--- config.mk ---
export PLATFORM = sky130hd
export DESIGN_NAME = int_fp_mul_arb
export DESIGN_NICKNAME = d
export VERILOG_FILES = /design/src/rtl/int_fp_mul_arb.sv
export SDC_FILE = /design/constraint.sdc
export NUM_CORES = 1
export LEC_CHECK = 0
export BUFFER_PORTS_ARGS = -buffer_cell sky130_fd_sc_hd__buf_2
export CORE_UTILIZATION = 60
export CTS_CLUSTER_SIZE = 16
export DETAILED_ROUTE_END_ITERATION = 6
export PLACE_DENSITY = 0.89
export SYNTH_ARGS = -nofsm -noshare
export SYNTH_HDL_FRONTEND = slang
export SYNTH_HIERARCHICAL = 1
export SYNTH_SLANG_ARGS = --single-unit
export TNS_END_PERCENT = 10
--- constraint.sdc ---
create_clock -name clk -period 23.8 [get_ports clk]
set_input_delay 4.76 -clock clk [delete_from_list [all_inputs] [get_ports clk]]
set_output_delay 4.76 -clock clk [all_outputs]
set_load 0.02 [all_outputs]
--- src/rtl/int_fp_mul_arb.sv ---
// Two-requester front end sharing one integer/FP16 multiplier through a
// 2-stage pipeline (S1 operands, S2 result) with valid/ready handshaking.

module int_fp_mul (
    input  logic        mode,
    input  logic [15:0] a,
    input  logic [15:0] b,
    output logic [15:0] result,
    output logic        error
);
    logic [31:0] full_prod;
    logic [21:0] sig;
    logic [9:0]  mant;
    logic        guard;
    logic        sticky;
    logic [10:0] mant_r;
    logic [6:0]  exp_biased;
    logic [4:0]  exp_out;
    logic        sign;
    logic        a_zero, b_zero, a_inf, b_inf, a_nan, b_nan;

    // FP16: subnormals flush to zero, round-to-nearest-even, error on any non-finite result
    always_comb begin
        result     = 16'h0000;
        error      = 1'b0;
        mant       = 10'h000;
        guard      = 1'b0;
        sticky     = 1'b0;
        full_prod  = {16'h0000, a} * {16'h0000, b};
        sig        = {11'h000, 1'b1, a[9:0]} * {11'h000, 1'b1, b[9:0]};
        sign       = a[15] ^ b[15];
        a_zero     = (a[14:10] == 5'd0);
        b_zero     = (b[14:10] == 5'd0);
        a_inf      = (a[14:10] == 5'd31) && (a[9:0] == 10'h000);
        b_inf      = (b[14:10] == 5'd31) && (b[9:0] == 10'h000);
        a_nan      = (a[14:10] == 5'd31) && (a[9:0] != 10'h000);
        b_nan      = (b[14:10] == 5'd31) && (b[9:0] != 10'h000);
        if (sig[21]) begin
            mant   = sig[20:11];
            guard  = sig[10];
            sticky = |sig[9:0];
        end else begin
            mant   = sig[19:10];
            guard  = sig[9];
            sticky = |sig[8:0];
        end
        mant_r     = {1'b0, mant} + {10'h000, guard & (sticky | mant[0])};
        exp_biased = {2'b00, a[14:10]} + {2'b00, b[14:10]} + {6'h00, sig[21]} + {6'h00, mant_r[10]};
        exp_out    = exp_biased[4:0] - 5'd15;

        if (!mode) begin
            result = full_prod[15:0];
            error  = |full_prod[31:16];
        end else if (a_nan || b_nan || ((a_inf || b_inf) && (a_zero || b_zero))) begin
            result = 16'h7E00;
            error  = 1'b1;
        end else if (a_inf || b_inf) begin
            result = {sign, 5'h1F, 10'h000};
            error  = 1'b1;
        end else if (a_zero || b_zero || exp_biased <= 7'd15) begin
            result = {sign, 15'h0000};
        end else if (exp_biased >= 7'd46) begin
            result = {sign, 5'h1F, 10'h000};
            error  = 1'b1;
        end else begin
            result = {sign, exp_out, mant_r[9:0]};
        end
    end
endmodule

module int_fp_mul_arb #(
    parameter int RR = 1
) (
    input  logic        clk,
    input  logic        rst,
    input  logic        req0_valid,
    output logic        req0_ready,
    input  logic        req0_mode,
    input  logic [15:0] req0_a,
    input  logic [15:0] req0_b,
    input  logic        req1_valid,
    output logic        req1_ready,
    input  logic        req1_mode,
    input  logic [15:0] req1_a,
    input  logic [15:0] req1_b,
    output logic        rsp_valid,
    input  logic        rsp_ready,
    output logic        rsp_id,
    output logic [15:0] rsp_result,
    output logic        rsp_error,
    output logic [7:0]  err_cnt,
    output logic        busy
);
    logic        s1_valid_reg, s1_mode_reg, s1_id_reg;
    logic [15:0] s1_a_reg, s1_b_reg;
    logic        s2_valid_reg, s2_error_reg, s2_id_reg;
    logic [15:0] s2_result_reg;
    logic [7:0]  err_cnt_reg;
    logic        last_grant_reg;
    logic        hold_reg, hold_id_reg;
    logic        s1_ready, s2_ready;
    logic        grant_any, grant_id, accept;
    logic [15:0] mul_result;
    logic        mul_error;

    int_fp_mul u_mul (
        .mode   (s1_mode_reg),
        .a      (s1_a_reg),
        .b      (s1_b_reg),
        .result (mul_result),
        .error  (mul_error)
    );

    assign s2_ready = !s2_valid_reg || rsp_ready;
    assign s1_ready = !s1_valid_reg || s2_ready;

    // A grant that could not be accepted is pinned until that requester is taken
    always_comb begin
        grant_any = req0_valid || req1_valid;
        grant_id  = 1'b0;
        if (hold_reg && (hold_id_reg ? req1_valid : req0_valid))
            grant_id = hold_id_reg;
        else if (req0_valid && req1_valid)
            grant_id = (RR != 0) ? ~last_grant_reg : 1'b0;
        else
            grant_id = req1_valid;
    end

    assign accept     = grant_any && s1_ready && !rst;
    assign req0_ready = accept && !grant_id;
    assign req1_ready = accept && grant_id;

    always_ff @(posedge clk) begin
        if (rst) begin
            s1_valid_reg   <= 1'b0;
            s1_mode_reg    <= 1'b0;
            s1_id_reg      <= 1'b0;
            s1_a_reg       <= 16'h0000;
            s1_b_reg       <= 16'h0000;
            s2_valid_reg   <= 1'b0;
            s2_result_reg  <= 16'h0000;
            s2_error_reg   <= 1'b0;
            s2_id_reg      <= 1'b0;
            err_cnt_reg    <= 8'h00;
            last_grant_reg <= 1'b1;
            hold_reg       <= 1'b0;
            hold_id_reg    <= 1'b0;
        end else begin
            if (s1_ready) begin
                s1_valid_reg <= accept;
                if (accept) begin
                    s1_id_reg   <= grant_id;
                    s1_mode_reg <= grant_id ? req1_mode : req0_mode;
                    s1_a_reg    <= grant_id ? req1_a : req0_a;
                    s1_b_reg    <= grant_id ? req1_b : req0_b;
                end
            end
            if (s2_ready) begin
                s2_valid_reg <= s1_valid_reg;
                if (s1_valid_reg) begin
                    s2_result_reg <= mul_result;
                    s2_error_reg  <= mul_error;
                    s2_id_reg     <= s1_id_reg;
                end
            end
            if (accept)
                last_grant_reg <= grant_id;
            if (s2_valid_reg && rsp_ready && s2_error_reg && err_cnt_reg != 8'hFF)
                err_cnt_reg <= err_cnt_reg + 8'h01;
            hold_reg    <= grant_any && !accept;
            hold_id_reg <= grant_id;
        end
    end

    assign rsp_valid  = s2_valid_reg;
    assign rsp_id     = s2_id_reg;
    assign rsp_result = s2_result_reg;
    assign rsp_error  = s2_error_reg;
    assign err_cnt    = err_cnt_reg;
    assign busy       = s1_valid_reg || s2_valid_reg;
endmodule

== Yosys cells after proc, flatten, opt, wreduce, memory -nomap -nowiden ==
Index checks and enable logic that the tools add are counted.

* Bitwise logic cells: 4
* Mux-type cells: 19
* Add/subtract/negate cells: 6
* Divide/modulo/power cells: 0
* Order comparisons: 2
* $mul: 2
* Reduce and logical (&&, ||, !) cells: 40
* Equality and inequality tests: 3
* Shift operators: 0

{| class="wikitable"
|+ Operators by type and width
! kind !! number
|-
| 2-to-1 mux 16 bit || 4
|-
| 2-to-1 mux 15 bit || 3
|-
| multiplier 16 x 16 -> 32 bit || 1
|-
| multiplier 11 x 11 -> 22 bit || 1
|-
| logical NOT 10 bit || 2
|-
| nonzero test 10 bit || 2
|-
| OR reduction 16 bit || 1
|-
| logical AND 1 bit || 15
|-
| adder 7 x 1 -> 7 bit || 2
|-
| adder 10 x 1 -> 11 bit || 1
|-
| 2-to-1 mux 1 bit || 11
|-
| equality test 5 bit (second input constant) || 2
|-
| logical NOT 5 bit || 2
|-
| 2-to-1 mux 10 bit || 1
|-
| OR reduction 10 bit || 1
|-
| logical OR 1 bit || 9
|-
| OR reduction 9 bit || 1
|-
| adder 8 x 1 -> 8 bit (second input constant) || 1
|-
| != test 8 bit (second input constant) || 1
|-
| greater-or-equal comparator 7 x 6 -> 1 bit (second input constant) || 1
|-
| less-or-equal comparator 7 x 4 -> 1 bit (second input constant) || 1
|-
| adder 5 x 5 -> 6 bit || 1
|-
| logical NOT 1 bit || 5
|-
| subtractor 5 x 4 -> 5 bit (second input constant) || 1
|-
| other kinds (5) || 6
|}

* Word-level logic and storage cells: 89
* ROM bits: 0
* Memories kept: 0
* Bits in writable memories: 0
* Flip-flop bits (word level): 65
* Latch bits: 0

== Logic depth before layout (Yosys ltp) ==
* Word-level depth: 13
* Mapped depth: 47

== Modules after synthesis ==
The synthesis kept the hierarchy.

{| class="wikitable"
|+ By module, submodules not included
! module !! instances !! cells each !! area each (µm²) !! seq. area each (µm²)
|-
| int_fp_mul || 1 || 1629 || 13769.5 || 0.0
|-
| int_fp_mul_arb || 1 || 336 || 2731.4 || 1301.2
|}

== Worst setup path before layout ==
No wires, ideal clock.

* Path kind: input port to output port
* Start: input req0_valid
* End: output req0_ready
* Stages on the path: 4
* Path buffers: 1
* Path slack: 13.404 ns
* Arrival: 5.636 ns
* Path through: inv_1 -> o31ai_4 -> buf_2 -> and2_1

* Longest elaborated chain between the ends: 5
* Elaborated cells on any way between the ends: 10
* Those cells by class: 3 x mux; 7 x reduce/logical

{| class="wikitable"
|+ RTL lines
! what !! line !! source
|-
| start, declared || 76 || <nowiki>input logic req0_valid,</nowiki>
|-
| logical AND 1 bit / 2-to-1 mux 1 bit (equally long branches) || 123, 121 ||
|-
| 2-to-1 mux 1 bit / logical AND 1 bit (equally long branches) || 123, 121 ||
|-
| 2-to-1 mux 1 bit || 121 || <nowiki>if (hold_reg && (hold_id_reg ? req1_valid : req0_valid))</nowiki>
|-
| logical NOT 1 bit || 130 || <nowiki>assign req0_ready = accept && !grant_id;</nowiki>
|-
| logical AND 1 bit * || 130 ||
|-
| end, declared || 77 || <nowiki>output logic req0_ready,</nowiki>
|}

Mark *: on every way between the ends. The rest lies on a longest branch, timed or not.

== Final worst setup path ==
* Start: register s1_a_reg[6]
* End: register s2_result_reg[5], in the netlist rsp_result[5]

* Longest elaborated chain between the ends: 13
* Elaborated cells on any way between the ends: 27
* Those cells by class: 3 x add/sub; 1 x mul; 2 x order compare; 8 x mux; 2 x bitwise; 11 x reduce/logical

{| class="wikitable"
|+ RTL lines
! what !! line !! source
|-
| start, declared || 95 || <nowiki>logic [15:0] s1_a_reg, s1_b_reg;</nowiki>
|-
| start signal, assigned || 154 || <nowiki>s1_a_reg <= grant_id ? req1_a : req0_a;</nowiki>
|-
| multiplier 11 x 11 -> 22 bit || 30 || <nowiki>sig = {11'h000, 1'b1, a[9:0]} * {11'h000, 1'b1, b[9:0]};</nowiki>
|-
| OR reduction 10 bit / OR reduction 9 bit (equally long branches) || 41, 45 ||
|-
| 2-to-1 mux 1 bit || 38 || <nowiki>if (sig[21]) begin</nowiki>
|-
| OR 1 bit || 47 || <nowiki>mant_r = {1'b0, mant} + {10'h000, guard & (sticky | mant[0])};</nowiki>
|-
| bitwise AND 1 bit || 47 ||
|-
| adder 10 x 1 -> 11 bit || 47 ||
|-
| adder 7 x 1 -> 7 bit || 48 || <nowiki>exp_biased = {2'b00, a[14:10]} + {2'b00, b[14:10]} + {6'h00, sig[21]} + {6'h00, mant_r[10]};</nowiki>
|-
| greater-or-equal comparator 7 x 6 -> 1 bit / less-or-equal comparator 7 x 4 -> 1 bit (equally long branches) || 62, 60 ||
|-
| 2-to-1 mux 15 bit / logical OR 1 bit (equally long branches) || 62, 60 ||
|-
| 2-to-1 mux 15 bit || 60 || <nowiki>end else if (a_zero || b_zero || exp_biased <= 7'd15) begin</nowiki>
|-
| 2-to-1 mux 15 bit || 57 || <nowiki>end else if (a_inf || b_inf) begin</nowiki>
|-
| 2-to-1 mux 16 bit * || 54 || <nowiki>end else if (a_nan || b_nan || ((a_inf || b_inf) && (a_zero || b_zero))) begin</nowiki>
|-
| 2-to-1 mux 16 bit * || 51 || <nowiki>if (!mode) begin</nowiki>
|-
| named net mul_result[5] || 103 || <nowiki>logic [15:0] mul_result;</nowiki>
|-
| end signal, assigned || 161 || <nowiki>s2_result_reg <= mul_result;</nowiki>
|-
| end, declared || 97 || <nowiki>logic [15:0] s2_result_reg;</nowiki>
|}

Mark *: on every way through the listed nets, which the timed path passes. The rest lies on a longest branch.
A chain may end at the register's enable or synchronous reset.

==> results by stage <==
Floorplan:
- The die covers between 0.02 and 0.03 sq mm.
- For this configuration, the core starts out at a cell density of 0.6123.
- The vertical die dimension is between 150 and 200 microns.
- The area of the core is 0.02695 sq mm.
- The total I/O pin count is ~100.
- The die outline width is 167.8 microns.
- In this run the core area contains 60 standard-cell rows.

Route:
- Using the TritonRoute via totals, the vias-per-cell ratio works out to roughly 5.9.
- The iteration-0 DRC count of the detailed router is approximately 1300.
- The iteration count of the initial detailed-routing pass is 7.
- Signal routing reaches up to met5.
- The post-detailed-route wirelength per cell is around 19 microns.
- The routed layout has between 10000 and 15000 vias.
- The met2 wire length is 21110 microns.
- Wire segments on met3 add up to around 3900 microns in the final route.
- The residual antenna-violating net count after detailed routing is 0.
- The total wirelength of the detailed-routed design is ~45000 microns.
- The met1 routed wirelength after detailed routing is roughly 18000 microns.
- The detailed-route DRC error count is 7.

Power:
- Of the total power, registers draw 0.178.
- The sum of internal, switching and leakage power is between 0.7 and 0.8 mW.
- The highest ir drop seen on vdd is around 0.057 mV.
- The combinational cell fraction of total power is 0.668.
- The fraction of power spent switching nets is 0.5091.
- The proportion of power drawn by the clock network is 0.154.
- The power per cell area is roughly 44 mW/mm^2.
- The leakage dissipation is ~9.0 nW.
- The design internal power is between 0.3 and 0.4 mW.
- The power dissipated by switching net loads is roughly 0.40 mW.

STA:
- At the pin with the least slew margin, the transition time is 1.319 ns.
- The setup clock skew after layout is 0.006859 ns.
- Of the available clock period, the critical path in the final layout requires 0.4842.
- The relative slew slack is 0.09771.
- The post-route minimum period is roughly 12 ns.
- Timing would allow up to 86.77 MHz.
- The setup TNS is 0 ns.
- Setup slack on the critical path of the routed design comes to 12.28 ns.
- Setup violations remaining at the end of the flow were counted as 0.
- The number of hold violations in the final report is 0.
- Setup repair after global routing left no endpoint under its margin.
- The number of pins with negative max-slew slack in the final report is 0.

Run status:
- The flow ran to the end, but the final reports show violations.
- The final reports fail on design-rule violations.

Clock tree:
- The clock tree synthesis step divided the H-tree into 3 levels.
- Clock tree synthesis inserted a total of 9 buffers.
- The post-CTS setup-driven buffer insertion count is 0.
- The clock-pin slew of the registers on the worst-case setup and hold paths is approximately 0.05 ns.
- The quantity of gates resized following cts is 0.
- The clock insertion delay at the later pin of the skew report is around 0.33 ns.
- The number of buffers on the longest clock path is 2.
- The tree built by TritonCTS fans out to 65 sinks.
- The cts-stage hold buffer count is 0.
- TritonCTS built the clock tree.
- The cell sitting at the root of the clock tree is a sky130_fd_sc_hd__clkbuf_16.

Synthesis:
- In the synthesized netlist the dominant register cell turns out to be sky130_fd_sc_hd__dfxtp_1.
- A synthesized cell averages between 8 and 9 sq um.
- The most area-hungry cell type in the Yosys netlist is sky130_fd_sc_hd__fa_1.
- The number of flip-flops and latches in the synthesized netlist is between 60 and 70.
- The area fraction of the dominant cell type after synthesis is 0.3276.
- For this run, the register share of the synthesized area comes to 0.07886.
- The cell count after synthesis is 1965.
- The Yosys step of the flow raised 6 warnings.
- The number of flops mapped to enable cells by yosys is 0.
- Synthesis instantiated 80 different standard cells from the library.
- Counting every net in the synthesized netlist gives about 2500.
- After synthesis, the cell types taking the most area are sky130_fd_sc_hd__fa_1, sky130_fd_sc_hd__ha_1, sky130_fd_sc_hd__inv_1, sky130_fd_sc_hd__dfxtp_1, sky130_fd_sc_hd__and2_1.
- The async set or reset register ratio after synthesis is 0.
- The cell area after synthesis is between 0.015 and 0.02 sq mm.

Place:
- At the end of routability-driven placement, the weighted congestion stood at 0.9374.
- The detailed-placement wirelength estimate is around 36000 microns.
- The worst slack at placement is around 13 ns.
- During placement, the flow inserted port buffers numbering 100.

Run:
- Across the run, the number of max-cap violations was 0.

Setup path:
- The most prevalent standard cell on the critical path is sky130_fd_sc_hd__fa_1.
- The maximum cell stage delay along the critical path is around 0.88 ns.
- The worst endpoint required time is about 24 ns.
- The largest fanout on the critical path is 15.
- The type of destination of the critical path is a flop.
- The data arrival time of the critical path is between 10 and 15 ns.
- The category of the worst setup path launch point is a flop.
- The worst setup path is of the flop to flop kind.
- On the critical path, the stage with the largest delay is an instance of sky130_fd_sc_hd__nor3_1.

Layout:
- From synthesis to final layout, the design area changed by 6.149%.
- The layout filler cell count is ~2100.
- After the last flow step, the layout net total stands at 2549.
- The fraction of final layout cells sized beyond drive strength 1 is 0.08227.
- 0 antenna diodes ended up in the layout.
- Measured on the finished design, the core utilization comes to 0.6499.

Global route:
- The first global-routing pass estimated about 73000 microns of wire.
- In the global route stage, overall resource usage came out at 0.3247.
- The largest net degree at the start of global routing is 69.
- Summed over all layers, the global routing overflow is 0.
- The number of global-route vias before repair is 14690.
- The initial antenna violation count is 1.

Worst hold path:
- The type of the worst min-delay path is flop to flop.
layout by cell type (no fill, tap or decap), types with 7 or more instances in the layout:
cell type	count
sky130_fd_sc_hd__and3_1	10
sky130_fd_sc_hd__a21o_1	20
sky130_fd_sc_hd__nor4_1	9
sky130_fd_sc_hd__clkbuf_16	9
sky130_fd_sc_hd__o21ai_0	29
sky130_fd_sc_hd__nor3_1	16
sky130_fd_sc_hd__nand2_1	235
sky130_fd_sc_hd__o21a_1	8
sky130_fd_sc_hd__a311oi_1	30
sky130_fd_sc_hd__nand2b_1	9
sky130_fd_sc_hd__fa_1	270
sky130_fd_sc_hd__dfxtp_1	65
sky130_fd_sc_hd__mux2i_1	13
sky130_fd_sc_hd__o211ai_1	11
sky130_fd_sc_hd__and2_1	171
sky130_fd_sc_hd__a211oi_1	12
sky130_fd_sc_hd__nand3_1	30
sky130_fd_sc_hd__o21ai_1	7
sky130_fd_sc_hd__ha_1	183
sky130_fd_sc_hd__a21oi_1	69
sky130_fd_sc_hd__nand4_1	9
sky130_fd_sc_hd__xor2_1	17
sky130_fd_sc_hd__nor2_1	85
sky130_fd_sc_hd__buf_4	22
sky130_fd_sc_hd__inv_1	426
sky130_fd_sc_hd__buf_2	100
sky130_fd_sc_hd__xnor2_1	37
sky130_fd_sc_hd__nor2b_1	8
sky130_fd_sc_hd__o21bai_1	14
cell usage after synthesis (all sizes together) (3+ instances only):
cell	number
a211o	5
a211oi	15
a21o	20
a21oi	71
a22o	4
a311oi	34
a31oi	5
a32oi	3
and2	173
and3	10
buf	26
clkbuf	47
dfxtp	65
fa	270
ha	183
inv	428
mux2i	13
nand2	236
nand2b	9
nand3	30
nand4	9
nor2	88
nor2b	9
nor3	16
nor3b	5
nor4	9
nor4b	3
o211ai	12
o21a	8
o21ai	36
o21bai	14
o221ai	5
o22ai	5
o311ai	6
o31ai	5
or2	4
or4	3
xnor2	38
xor2	17
layout make-up:
| class | count | area (sq um) | share of cell area |
|---|---|---|---|
| multi-input cells | 1399 | 13240 | 0.7559 |
| inverters | 428 | 1609 | 0.09186 |
| flip-flops and latches | 65 | 1301 | 0.07429 |
| repair buffers | 122 | 665.6 | 0.03800 |
| well taps | 341 | 426.7 | 0.02436 |
| clock buffers | 9 | 225.2 | 0.01286 |
| clock inverters | 7 | 47.55 | 0.002714 |
metrics by stage:
| stage | hold WS, ns | cells | cell area [sq um] |
|---|---|---|---|
| global placement | 0.4399 | 2355 | 17240 |
| floorplan | 0.4264 | 1965 | 16500 |
| global route | 0.4736 | 2371 | 17520 |
| CTS | 0.4643 | 2371 | 17520 |
| detailed placement | 0.4507 | 2355 | 17240 |
| finish | 0.4624 | 2371 | 17520 |
critical path, delay by kind of cell, from the launching register on:
family	cells	cell delay, ns
compound gates	12	3.40
flops	1	0.72
buf+inv	7	0.73
simple gates	11	2.45
fa+ha+maj	10	4.12
final timing paths:
kind                                from                          end  depth (start not counted)  slack [ns]
max             s1_a_reg[6]$_SDFFE_PP0P_   rsp_result[5]$_SDFFE_PP0P_                         40       12.28
min          rsp_result[13]$_SDFFE_PP0P_  rsp_result[13]$_SDFFE_PP0P_                          2        0.46
min reg2reg  rsp_result[13]$_SDFFE_PP0P_  rsp_result[13]$_SDFFE_PP0P_                          2        0.46
max reg2reg     s1_a_reg[6]$_SDFFE_PP0P_   rsp_result[5]$_SDFFE_PP0P_                         40       12.28
cells by family after synthesis:
family	after synthesis	synth area share
flip-flops	65	0.07886
AO/OA/AOI/OAI	267	0.1157
adder cells (fa/ha/maj)	453	0.4663
AND/OR/NAND/NOR	610	0.1821
XOR/XNOR	55	0.02965
multiplexers	14	0.008568
buffers and inverters	501	0.1187
routing by layer:
metal / vias to the layer above / GRT usage
met2: 796 / 0.5444
met5: - / 0
li1: 6317 / -
met1: 6808 / 0.4157
met3: 160 / 0.04937
met4: 2 / 0.1488
power by group through the flow:
stage | Clock (mW) | Sequential (mW) | Combinational, mW
floorplan | 0 | 0.133 | 0.370
global placement | 0 | 0.138 | 0.489
detailed placement | 0 | 0.139 | 0.503
CTS | 0.120 | 0.137 | 0.509
global route | 0.126 | 0.139 | 0.575
finish | 0.119 | 0.139 | 0.520
Note: power is estimated with default switching activity, not from simulation.
